==> src/rtl/ex_muldiv_unit_pkg.sv <==
// Shared encodings for the EX-stage iterative multiply/divide unit:
// operation codes and controller states.
package ex_muldiv_unit_pkg;

   localparam logic [1:0] exe_multu_op = 2'b00;
   localparam logic [1:0] exe_mult_op  = 2'b01;
   localparam logic [1:0] exe_divu_op  = 2'b10;
   localparam logic [1:0] exe_div_op   = 2'b11;

   typedef enum logic [1:0] {
      IDLE = 2'b00,
      BUSY = 2'b01,
      DONE = 2'b10
   } state_t;

endpackage

==> src/rtl/ex_muldiv_unit.sv <==
// Iterative radix-2 multiply/divide unit: shift-add multiply, restoring divide,
// one step per cycle, result committed to HI/LO on the DONE cycle unless annulled.
module ex_muldiv_unit
   import ex_muldiv_unit_pkg::*;
#(
   parameter  int WIDTH = 32,
   localparam int CNT_W = $clog2(WIDTH + 1)
) (
   input  logic             clk,
   input  logic             rst,
   input  logic             start,
   input  logic [1:0]       op,
   input  logic [WIDTH-1:0] src1,
   input  logic [WIDTH-1:0] src2,
   input  logic             annul,
   output logic             stall_req,
   output logic             done,
   output logic [WIDTH-1:0] hi,
   output logic [WIDTH-1:0] lo
);

   function automatic logic [WIDTH-1:0] abs_val(input logic [WIDTH-1:0] v, input logic neg);
      return neg ? (~v + 1'b1) : v;
   endfunction

   state_t                 state_reg, state_next;
   logic [CNT_W-1:0]       cnt_reg;
   logic [2*WIDTH-1:0]     acc_reg;
   logic [WIDTH-1:0]       opnd_reg;
   logic [1:0]             op_reg;
   logic                   sign1_reg, sign2_reg;
   logic [WIDTH-1:0]       res_hi_reg, res_lo_reg;
   logic [WIDTH-1:0]       hi_reg, lo_reg;

   logic                   accept, last_iter, sign1_in, sign2_in;
   logic [WIDTH:0]         mul_sum, rem_sh;
   logic                   div_ge;
   logic [WIDTH-1:0]       rem_new;
   logic [2*WIDTH-1:0]     mul_step, div_step, acc_step, prod;
   logic [WIDTH-1:0]       quot, rem, fin_hi, fin_lo;

   assign accept    = (state_reg == IDLE) && start && !annul;
   assign last_iter = (cnt_reg == CNT_W'(WIDTH - 1));
   assign sign1_in  = op[0] & src1[WIDTH-1];
   assign sign2_in  = op[0] & src2[WIDTH-1];

   // One iteration of each algorithm; acc holds {upper, lower} halves.
   always_comb begin
      mul_sum  = {1'b0, acc_reg[2*WIDTH-1:WIDTH]} + (acc_reg[0] ? {1'b0, opnd_reg} : '0);
      mul_step = {mul_sum, acc_reg[WIDTH-1:1]};
      rem_sh   = acc_reg[2*WIDTH-1:WIDTH-1];
      div_ge   = (rem_sh >= {1'b0, opnd_reg});
      rem_new  = div_ge ? WIDTH'(rem_sh - {1'b0, opnd_reg}) : rem_sh[WIDTH-1:0];
      div_step = {rem_new, acc_reg[WIDTH-2:0], div_ge};
      acc_step = op_reg[1] ? div_step : mul_step;

      prod = (sign1_reg ^ sign2_reg) ? (~mul_step + 1'b1) : mul_step;
      quot = abs_val(div_step[WIDTH-1:0], sign1_reg ^ sign2_reg);
      rem  = abs_val(div_step[2*WIDTH-1:WIDTH], sign1_reg);
      fin_hi = op_reg[1] ? rem  : prod[2*WIDTH-1:WIDTH];
      fin_lo = op_reg[1] ? quot : prod[WIDTH-1:0];
   end

   always_comb begin
      state_next = state_reg;
      case (state_reg)
         IDLE: if (accept) state_next = (op[1] && src2 == '0) ? DONE : BUSY;
         BUSY: begin
            if (annul)          state_next = IDLE;
            else if (last_iter) state_next = DONE;
         end
         DONE:    state_next = IDLE;
         default: state_next = IDLE;
      endcase
   end

   always_ff @(posedge clk) begin
      if (rst) begin
         state_reg  <= IDLE;
         cnt_reg    <= '0;
         acc_reg    <= '0;
         opnd_reg   <= '0;
         op_reg     <= exe_multu_op;
         sign1_reg  <= 1'b0;
         sign2_reg  <= 1'b0;
         res_hi_reg <= '0;
         res_lo_reg <= '0;
         hi_reg     <= '0;
         lo_reg     <= '0;
      end else begin
         state_reg <= state_next;
         case (state_reg)
            IDLE: if (accept) begin
               op_reg    <= op;
               sign1_reg <= sign1_in;
               sign2_reg <= sign2_in;
               cnt_reg   <= '0;
               if (op[1]) begin
                  acc_reg  <= {{WIDTH{1'b0}}, abs_val(src1, sign1_in)};
                  opnd_reg <= abs_val(src2, sign2_in);
               end else begin
                  acc_reg  <= {{WIDTH{1'b0}}, abs_val(src2, sign2_in)};
                  opnd_reg <= abs_val(src1, sign1_in);
               end
               // Divide by zero skips iteration; dividend is reported unmodified.
               if (op[1] && src2 == '0) begin
                  res_hi_reg <= src1;
                  res_lo_reg <= '1;
               end
            end
            BUSY: begin
               acc_reg <= acc_step;
               cnt_reg <= cnt_reg + 1'b1;
               if (last_iter) begin
                  res_hi_reg <= fin_hi;
                  res_lo_reg <= fin_lo;
               end
            end
            DONE: if (!annul) begin
               hi_reg <= res_hi_reg;
               lo_reg <= res_lo_reg;
            end
            default: ;
         endcase
      end
   end

   // The result is presented during DONE itself so an annul can still suppress it.
   assign done      = (state_reg == DONE) && !annul;
   assign hi        = done ? res_hi_reg : hi_reg;
   assign lo        = done ? res_lo_reg : lo_reg;
   assign stall_req = accept || (state_reg == BUSY);

endmodule
==> config.mk <==
export PLATFORM = sky130hd
export DESIGN_NAME = ex_muldiv_unit
export DESIGN_NICKNAME = d
export VERILOG_FILES = /design/src/rtl/ex_muldiv_unit_pkg.sv /design/src/rtl/ex_muldiv_unit.sv
export SDC_FILE = /design/constraint.sdc
export NUM_CORES = 1
export LEC_CHECK = 0
export CORE_MARGIN = 2
export CORE_UTILIZATION = 53
export CTS_BUF_LIST = sky130_fd_sc_hd__clkbuf_8 sky130_fd_sc_hd__clkbuf_16
export CTS_CLUSTER_DIAMETER = 30
export DETAILED_ROUTE_END_ITERATION = 16
export PLACE_DENSITY = 0.82
export SLEW_MARGIN = 20
export SYNTH_ARGS = -nofsm -noshare
export SYNTH_HDL_FRONTEND = slang
export SYNTH_SLANG_ARGS = --single-unit
export TNS_END_PERCENT = 5
==> constraint.sdc <==
create_clock -name clk -period 7.2 [get_ports clk]
set_input_delay 1.8 -clock clk [delete_from_list [all_inputs] [get_ports clk]]
set_output_delay 1.8 -clock clk [all_outputs]
set_load 0.02 [all_outputs]
==> Word-level counts from Yosys, hierarchy flattened <==
Index checks and enable logic that the tools add are counted.
{ "word_totals": {"reg_bits": 236, "output_inout_bits": 66, "inputBits": 70, "word_cells": 81} }
{ "op_classes": {"n_lt_le_gt_ge": 1, "n_addsub": 8, "n_eq_ne": 7, "n_mux": 31, "bitwise_logic": 9, "reduce_logical": 14} }
{ "ops": {"columns": ["cell", "count"], "rows": [
  ["$mux W32", 18],
  ["$mux W64", 3],
  ["$add A32 B1 Y32 const B", 4],
  ["$not A32 Y32", 4],
  ["$pmux W32 S2", 2],
  ["$pmux W64 S2", 1],
  ["$add A64 B1 Y64 const B", 1],
  ["$not A64 Y64", 1],
  ["$add A32 B32 Y33", 1],
  ["$ge A33 B32 Y1", 1],
  ["$logic_not A32 Y1", 1],
  ["$sub A32 B32 Y32", 1],
  ["$pmux W6 S2", 1],
  ["$mux W2", 4],
  ["$reduce_and A2 Y1", 4],
  ["$add A6 B1 Y6 const B", 1],
  ["$eq A6 B5 Y1 const B", 1],
  ["$mux W6", 1],
  ["$logic_and A1 B1 Y1", 4],
  ["$ne A2 B2 Y1 const B", 2],
  ["$pmux W2 S2", 1],
  ["$reduce_and A4 Y1", 1],
  ["$ne A3 B3 Y1 const B", 1],
  ["$and A1 B1 Y1", 2],
  ["other kinds (9)", 9]
]} }

==> Logic depth before layout (Yosys ltp) <==
Gate-level depths: netlist of the first run.
{ "depth": {"ltp_word": 8, "depth_mapped": 24, "mapped_depth_nobuf": 20} }

==> Least setup slack after synthesis of the first run <==
Ideal clock, no wire load.
{ "synth_timing": {"path_kind": "flip-flop to flip-flop", "from": "reg acc_reg[42]", "to": "reg res_hi_reg[14]", "t_required_ps": 7066, "n_path_buf": 4, "path_slack_ps": 1968, "arrival_time_ps": 5098, "stages_incl_launch_ff": 24, "cell_sequence": "dfxtp_1 -> ha_1 -> clkbuf_1 -> nand2_1 -> nor4_1 -> o21a_1 -> o211ai_1 -> nand3_1 -> clkbuf_1 -> buf_2 -> buf_2 -> nand2_1 -> o21ai_0 -> ha_1 -> nand3b_1 -> or4b_2 -> or3_1 -> nor4_1 -> a41oi_1 -> o21ai_0 -> xnor2_1 -> nor2_1 -> o21ai_0 -> a211oi_1"} }
{ "synth_via": {"elab_chain_cells": 8, "elab_cells_between_ends": 13, "cone_classes": "4 x add/sub; 1 x order compare; 6 x mux; 2 x bitwise"} }
{ "synth_rtl": {"columns": ["item", "line", "rtl"], "rows": [
  ["from (decl)", "ex_muldiv_unit.sv:28", "logic [2*WIDTH-1:0] acc_reg;"],
  ["from (signal assigned)", "ex_muldiv_unit.sv:99", "acc_reg <= {{WIDTH{1'b0}}, abs_val(src1, sign1_in)};"],
  ["from (signal assigned)", "ex_muldiv_unit.sv:102", "acc_reg <= {{WIDTH{1'b0}}, abs_val(src2, sign2_in)};"],
  ["from (signal assigned)", "ex_muldiv_unit.sv:112", "acc_reg <= acc_step;"],
  ["$sub A32 B32 Y32 or $ge A33 B32 Y1 (tied branches)", "ex_muldiv_unit.sv:53, ex_muldiv_unit.sv:52", null],
  ["$mux W32", "ex_muldiv_unit.sv:53", "rem_new = div_ge ? WIDTH'(rem_sh - {1'b0, opnd_reg}) : rem_sh[WIDTH-1:0];"],
  ["$not A32 Y32", "ex_muldiv_unit.sv:23", "return neg ? (~v + 1'b1) : v;"],
  ["$add A32 B1 Y32", "ex_muldiv_unit.sv:23", null],
  ["$mux W32", "ex_muldiv_unit.sv:23", null],
  ["$mux W32 *", "ex_muldiv_unit.sv:60", "fin_hi = op_reg[1] ? rem : prod[2*WIDTH-1:WIDTH];"],
  ["$mux W32 *", "ex_muldiv_unit.sv:114", "if (last_iter) begin"],
  ["$pmux W32 S2 *", "ex_muldiv_unit.sv:92", "case (state_reg)"],
  ["to (signal assigned)", "ex_muldiv_unit.sv:107", "res_hi_reg <= src1;"],
  ["to (signal assigned)", "ex_muldiv_unit.sv:115", "res_hi_reg <= fin_hi;"],
  ["to (decl)", "ex_muldiv_unit.sv:32", "logic [WIDTH-1:0] res_hi_reg, res_lo_reg;"]
]} }
Every way passes the cells marked *; elsewhere a longest branch is shown, timed or not. The select of a mux whose other input is x is not followed.
A chain may end at the register's enable or synchronous reset.

==> Worst setup path in the final report of the first run <==
{ "layout_timing": {"from": "in annul", "to": "out lo[1]"} }
{ "layout_via": {"elab_chain_cells": 3} }
{ "layout_rtl": {"columns": ["item", "line", "rtl"], "rows": [
  ["from (decl)", "ex_muldiv_unit.sv:15", "input logic annul,"],
  ["$logic_not A1 Y1", "ex_muldiv_unit.sv:129", "assign done = (state_reg == DONE) && !annul;"],
  ["$logic_and A1 B1 Y1", "ex_muldiv_unit.sv:129", null],
  ["$mux W32", "ex_muldiv_unit.sv:131", "assign lo = done ? res_lo_reg : lo_reg;"],
  ["to (decl)", "ex_muldiv_unit.sv:19", "output logic [WIDTH-1:0] lo"]
]} }
No other way between the ends.

==> impl_metrics.py, run 1 <==
metrics = {
    "drt": {
        "ant_nets": 0,
        "vias": 21408,
        "routedWlPerCell_um": 23.6,
        "wl_um": 75700,
        "first_iter_violations": 2626,
        "drcViolationCount": 0,
        "firstDrtPassIters": 5,
        "viasPerCell": 6.67,
    },
    "logic_synthesis": {
        "synth_ff_type": "dfxtp_1",
        "synth_seq_cells": 235,
        "synth_nets": 2826,
        "synth_fa_ha_area_frac": 0.0460,
        "synth_top_family_by_area": "compound AO/OA/AOI/OAI gates",
        "ys_types": 91,
        "synth_xor_area_frac": 0.0893,
        "synthesis.instances": 2684,
        "syn_avg_cell_area_um2": 7.42,
        "syn_area_um2": 19900,
        "synth_compound_area_frac": 0.266,
        "synth_edf_count": 0,
        "yosys-mux-area-fraction": 0.0767,
        "yosys.area_share.simple": 0.232,
        "synth-async-reset-ratio": 0,
        "yosysWarningCount": 0,
        "seq_area_frac_synth": 0.236,
    },
    "floorplanning": {
        "die_w_um": 198,
        "pin_count": 136,
        "die-area_um2": 39100,
        "row_count": 71,
        "die_y_um": 198,
        "start_util": 0.534,
        "core_um2": 37300,
    },
    "layout": {
        "areaGrowthSynthToFinish_pct": 16.2,
        "fin_area_um2": 23100,
        "layout_common_cells": "nor2_1, dfxtp_1, a21oi_1",
        "layout.nets": 2833,
        "num-fill-cells": 3275,
        "layout.cells.non_filler": 3212,
        "largest_register_ffs": 64,
        "drive_above_1_share": 0.0867,
        "layout_commonest_cell": "nor2_1",
    },
    "power_and_ir_drop": {
        "irDropWorstVdd_uv": 212,
        "leakagePower_uw": 0.00879,
        "power_density_nw_per_um2": 217,
    },
    "cts": {
        "clkLatencyLatePin_ns": 0.59,
        "cts_root_buf": "clkbuf_16",
        "ctsLongestPathBuffers": 3,
        "ctsResizeCount": 0,
        "post_cts_buffers": 0,
        "path_clk_slew_ns": 0.04,
        "cts_tree": "yes",
        "numCtsBuffers": 52,
        "h-tree-depth": 2,
        "holdBufCountCts": 0,
        "cts.sinks": 235,
    },
    "worst_setup_path": {
        "worstSetupPathType": "in -> out",
        "r2r_setup_slack_ns": 1.34,
        "r2r_cells": 17,
        "cp.required_ns": 5.40,
        "cp-end-kind": "output pin",
        "critPathArrivalTime_ns": 4.21,
        "crit_path_max_fanout": 65,
        "cp-start-kind": "input port",
    },
    "placement": {
        "port_buffers": 135,
        "dpl_cell_area_um2": 21300,
        "hpwl_um": 56000,
        "gp_congestion": 1.02,
        "place_inst": 3110,
    },
    "grt": {
        "first_global_vias": 19562,
        "grt.overflow.total": 0,
        "grt_max_degree": 101,
        "grt.total_usage": 0.376,
        "grt_pass1_wl_um": 114000,
        "antenna_found_initial": 3,
    },
    "hold_path": {
        "worstHoldPathCells": 2,
        "hold_class": "reg -> reg",
    },
    "sta": {
        "tightest_slew_ns": 1.10,
        "max_freq_mhz": 167,
        "tns_ns": 0,
        "finalClockSkew_ns": 0.0336,
        "period_needed_ns": 6.01,
        "final-setup-viol-count": 0,
        "final_max_slew_viol_count": 0,
        "maxSlewHeadroom": 0.262,
        "final_min_period_over_clock_period": 0.834,
        "rsz0062_at_grt": "false",
        "hold_violations": 0,
    },
    "outcome": {
        "status": "completed",
    },
    "job": {
        "maxCapViolCount": 0,
    },
}
## power breakdown
part / total [µW] / leakage, µW / internal (µW) / switching (µW)
logic: 1160 / 0.00598 / 396 / 763
clock network: 2460 / 0.000906 / 1590 / 867
registers: 1400 / 0.00190 / 1330 / 66.8
## area by class of cell
type,instances,area [µm²],area share
clock buffer,54,1340,0.0579
inverter,68,255,0.0110
tap,474,593,0.0256
antenna,3,7.51,0.000324
multi-input combinational,2172,14200,0.613
sequential,235,4710,0.203
timing repair buffer,162,1570,0.0679
clock inverter,44,477,0.0206
## path summary, 6_finish.rpt
path                    start              to
setup / recovery        annul           lo[1]
hold / removal    opnd_reg[3]     opnd_reg[3]
setup reg to reg  opnd_reg[8]  res_hi_reg[28]
hold reg to reg   opnd_reg[3]     opnd_reg[3]
## cell families after synthesis
family | after synthesis
flops | 235
buf+inv | 277
mux | 143
xor+xnor | 203
fa+ha+maj | 72
compound gates | 805
simple gates | 949
## synth_stat cells (6+ instances only)
cell,number,area share
mux2i_1,75,0.038
o22ai_1,10,0.0031
a21o_1,24,0.0090
a211oi_1,156,0.059
o211a_1,6,0.0030
xor2_1,95,0.042
nand4b_1,6,0.0026
nand2_1,198,0.037
nor3_1,83,0.021
o21a_1,23,0.0087
buf_2,12,0.0030
a41oi_1,9,0.0040
dfxtp_1,235,0.24
and4_1,9,0.0040
clkbuf_1,175,0.033
buf_1,19,0.0036
o41ai_1,6,0.0026
a21oi_1,232,0.058
nor2b_1,79,0.025
or2_2,10,0.0031
nor4_1,31,0.0097
nor3b_1,8,0.0030
nand3b_1,6,0.0023
inv_1,67,0.013
a211o_1,9,0.0040
o21ai_0,123,0.031
o31ai_1,21,0.0079
and3_1,24,0.0075
o31a_1,6,0.0026
nand4_1,21,0.0066
a22oi_1,17,0.0064
nor2_1,341,0.064
and2_1,21,0.0066
nand3_1,40,0.010
a31oi_1,35,0.011
o211ai_1,42,0.016
o21bai_1,8,0.0030
or3_1,26,0.0082
ha_1,70,0.044
xnor2_1,108,0.047
nand2b_1,17,0.0053
or4_1,9,0.0034
a311oi_1,12,0.0053
mux2_2,67,0.038
## stage by stage
stage	worst slack, ns	utilization	power [µW]	hold WS [ns]
global route	0.966	0.620	5170	0.465
finish	1.19	0.620	5020	0.458
global placement	1.34	0.571	2510	0.443
detailed placement	1.22	0.571	2520	0.450
floorplan	1.97	-	2180	0.428
CTS	1.20	0.619	4960	0.456
## worst max-delay path, stage by stage
cell	delay, ns
clkdlybuf4s50_1	0.51
nor3b_2	0.19
buf_4	0.65
mux2_2	0.45
clkdlybuf4s50_1	0.56
## metal layers
layer / vias up / part of all wire / track usage
met1: 10088 / 0.41 / 0.504
met3: 227 / 0.11 / 0.0775
met5: - / 0 / 0
met2: 1296 / 0.43 / 0.571
met4: 0 / 0.054 / 0.187
li1: 9797 / - / -
Note: power is estimated with default switching activity, not from simulation.
==> inputs of run 2 (changes only) <==
==> constraint.sdc (replaced) <==
create_clock -name clk -period 6 [get_ports clk]
set_input_delay 1.5 -clock clk [delete_from_list [all_inputs] [get_ports clk]]
set_output_delay 1.5 -clock clk [all_outputs]
set_load 0.02 [all_outputs]
==> run 2 against run 1 <==
Against the previous run:
- final cell count rose by 0.68%
- clock skew rose by 0.0042 ns
- sequential share of layout area fell by 0.21 points
- critical path depth rose by 9
- sequential power rose by 20%
- critical endpoint is now res_hi_reg[30]
- largest cell class unchanged
==> impl_metrics.py, run 2 (same netlist as run 1, synthesis figures left out) <==
metrics = {
    "layout": {
        "layout_common_cells": "nor2_1, dfxtp_1, a21oi_1",
        "largest_register_ffs": 64,
        "fin_area_um2": 23400,
        "areaGrowthSynthToFinish_pct": 17.4,
        "layout.nets": 2854,
        "drive_above_1_share": 0.0957,
        "layout_commonest_cell": "nor2_1",
        "num-fill-cells": 3235,
    },
    "floorplanning": {
        "die-area_um2": 39100,
        "row_count": 71,
        "start_util": 0.534,
        "die_y_um": 198,
        "core_um2": 37300,
        "pin_count": 136,
        "die_w_um": 198,
    },
    "placement": {
        "port_buffers": 135,
        "gp_congestion": 1.08,
        "dpl_cell_area_um2": 21400,
        "hpwl_um": 57400,
    },
    "power_and_ir_drop": {
        "p_total_uw": 6200,
        "power_density_nw_per_um2": 265,
        "irDropWorstVdd_uv": 216,
        "leakagePower_uw": 0.00891,
    },
    "grt": {
        "grt.overflow.total": 0,
        "grt_pass1_wl_um": 116000,
        "grt.total_usage": 0.385,
        "grt_max_degree": 117,
        "antenna_found_initial": 1,
        "first_global_vias": 19960,
    },
    "job": {
        "maxCapViolCount": 0,
    },
    "worst_setup_path": {
        "cp-start-kind": "flop",
        "crit_path_max_fanout": 12,
        "critPathArrivalTime_ns": 6.14,
        "cp.required_ns": 6.49,
        "worstSetupPathType": "reg -> reg",
        "cp-end-kind": "flop",
    },
    "sta": {
        "hold_violations": 0,
        "hold_ws_ns": 0.455,
        "final_min_period_over_clock_period": 0.943,
        "tightest_slew_ns": 1.04,
        "final-setup-viol-count": 0,
        "final_max_slew_viol_count": 0,
        "finalClockSkew_ns": 0.0377,
        "rsz0062_at_grt": "false",
        "tns_ns": 0,
        "maxSlewHeadroom": 0.303,
        "period_needed_ns": 5.66,
        "max_freq_mhz": 177,
    },
    "drt": {
        "drcViolationCount": 0,
        "vias": 21697,
        "wl_um": 77400,
        "first_iter_violations": 2821,
        "viasPerCell": 6.71,
        "routedWlPerCell_um": 23.9,
        "ant_nets": 0,
        "firstDrtPassIters": 6,
    },
    "cts": {
        "cts_tree": "yes",
        "path_clk_slew_ns": 0.06,
        "h-tree-depth": 2,
        "clkLatencyLatePin_ns": 0.61,
        "cts.sinks": 235,
        "holdBufCountCts": 0,
        "numCtsBuffers": 55,
        "ctsLongestPathBuffers": 3,
        "ctsResizeCount": 0,
        "cts_root_buf": "clkbuf_16",
        "post_cts_buffers": 0,
    },
    "outcome": {
        "status": "completed",
    },
    "hold_path": {
        "hold_class": "reg -> reg",
    },
}
run 2: cell count changes in the layout (fill, tap and decap cells not counted), sizes merged:
cell,previous run,this run
buf,29,47
inv,86,80
clkbuf,54,58
clkinv,14,18
clkinvlp,6,9
diode,3,2
run 2: power breakdown:
| group | switching, µW | leakage, µW | internal [µW] |
|---|---|---|---|
| clock network | 1090 | 0.000939 | 2020 |
| registers | 78.3 | 0.00190 | 1600 |
| logic | 926 | 0.00606 | 489 |
| total | 2090 | 0.00891 | 4110 |
run 2: routing by layer:
metal | routed length (µm) | global-route usage
met5 | 0 | 0
met4 | 5420 | 0.251
met3 | 8820 | 0.0830
met2 | 32000 | 0.567
met1 | 31100 | 0.507
run 2: metrics by stage:
step | worst slack [ns] | utilization | cells
finish | 0.342 | 0.627 | 3234
global route | 0.157 | 0.627 | 3233
CTS | 0.648 | 0.627 | 3232
detailed placement | 0.666 | 0.575 | 3129
global placement | 0.823 | 0.575 | 3129
floorplan | 0.768 | - | 2684
run 2: worst paths after layout:
kind	from	endpoint	slack, ns	depth (start not counted)
setup / recovery	acc_reg[0]	res_hi_reg[30]	0.34	14
hold reg to reg	opnd_reg[3]	opnd_reg[3]	0.46	2
hold / removal	opnd_reg[3]	opnd_reg[3]	0.46	2
setup reg to reg	acc_reg[0]	res_hi_reg[30]	0.34	14
run 2: area by class of cell:
cell class | instances | area (µm²) | area share
sequential | 235 | 4710 | 0.201
inverter | 68 | 255 | 0.0109
tap | 474 | 593 | 0.0254
antenna | 2 | 5.00 | 0.000214
clock inverter | 45 | 497 | 0.0212
clock buffer | 58 | 1440 | 0.0616
timing repair buffer | 180 | 1700 | 0.0726
multi-input combinational | 2172 | 14200 | 0.607
run 2: critical path, cell delays in order, from the launching register on:
cell,delay (ns)
dfxtp_1,0.31
inv_1,0.55
nor2_1,0.09
ha_1,0.53
o211ai_1,0.14
o21ai_1,0.66
xor2_1,0.36
a2111oi_2,0.63
nand4_1,0.52
nor4_4,0.63
nand4_1,0.29
o41ai_1,0.41
xnor2_1,0.13
o31ai_1,0.21
a21oi_1,0.07
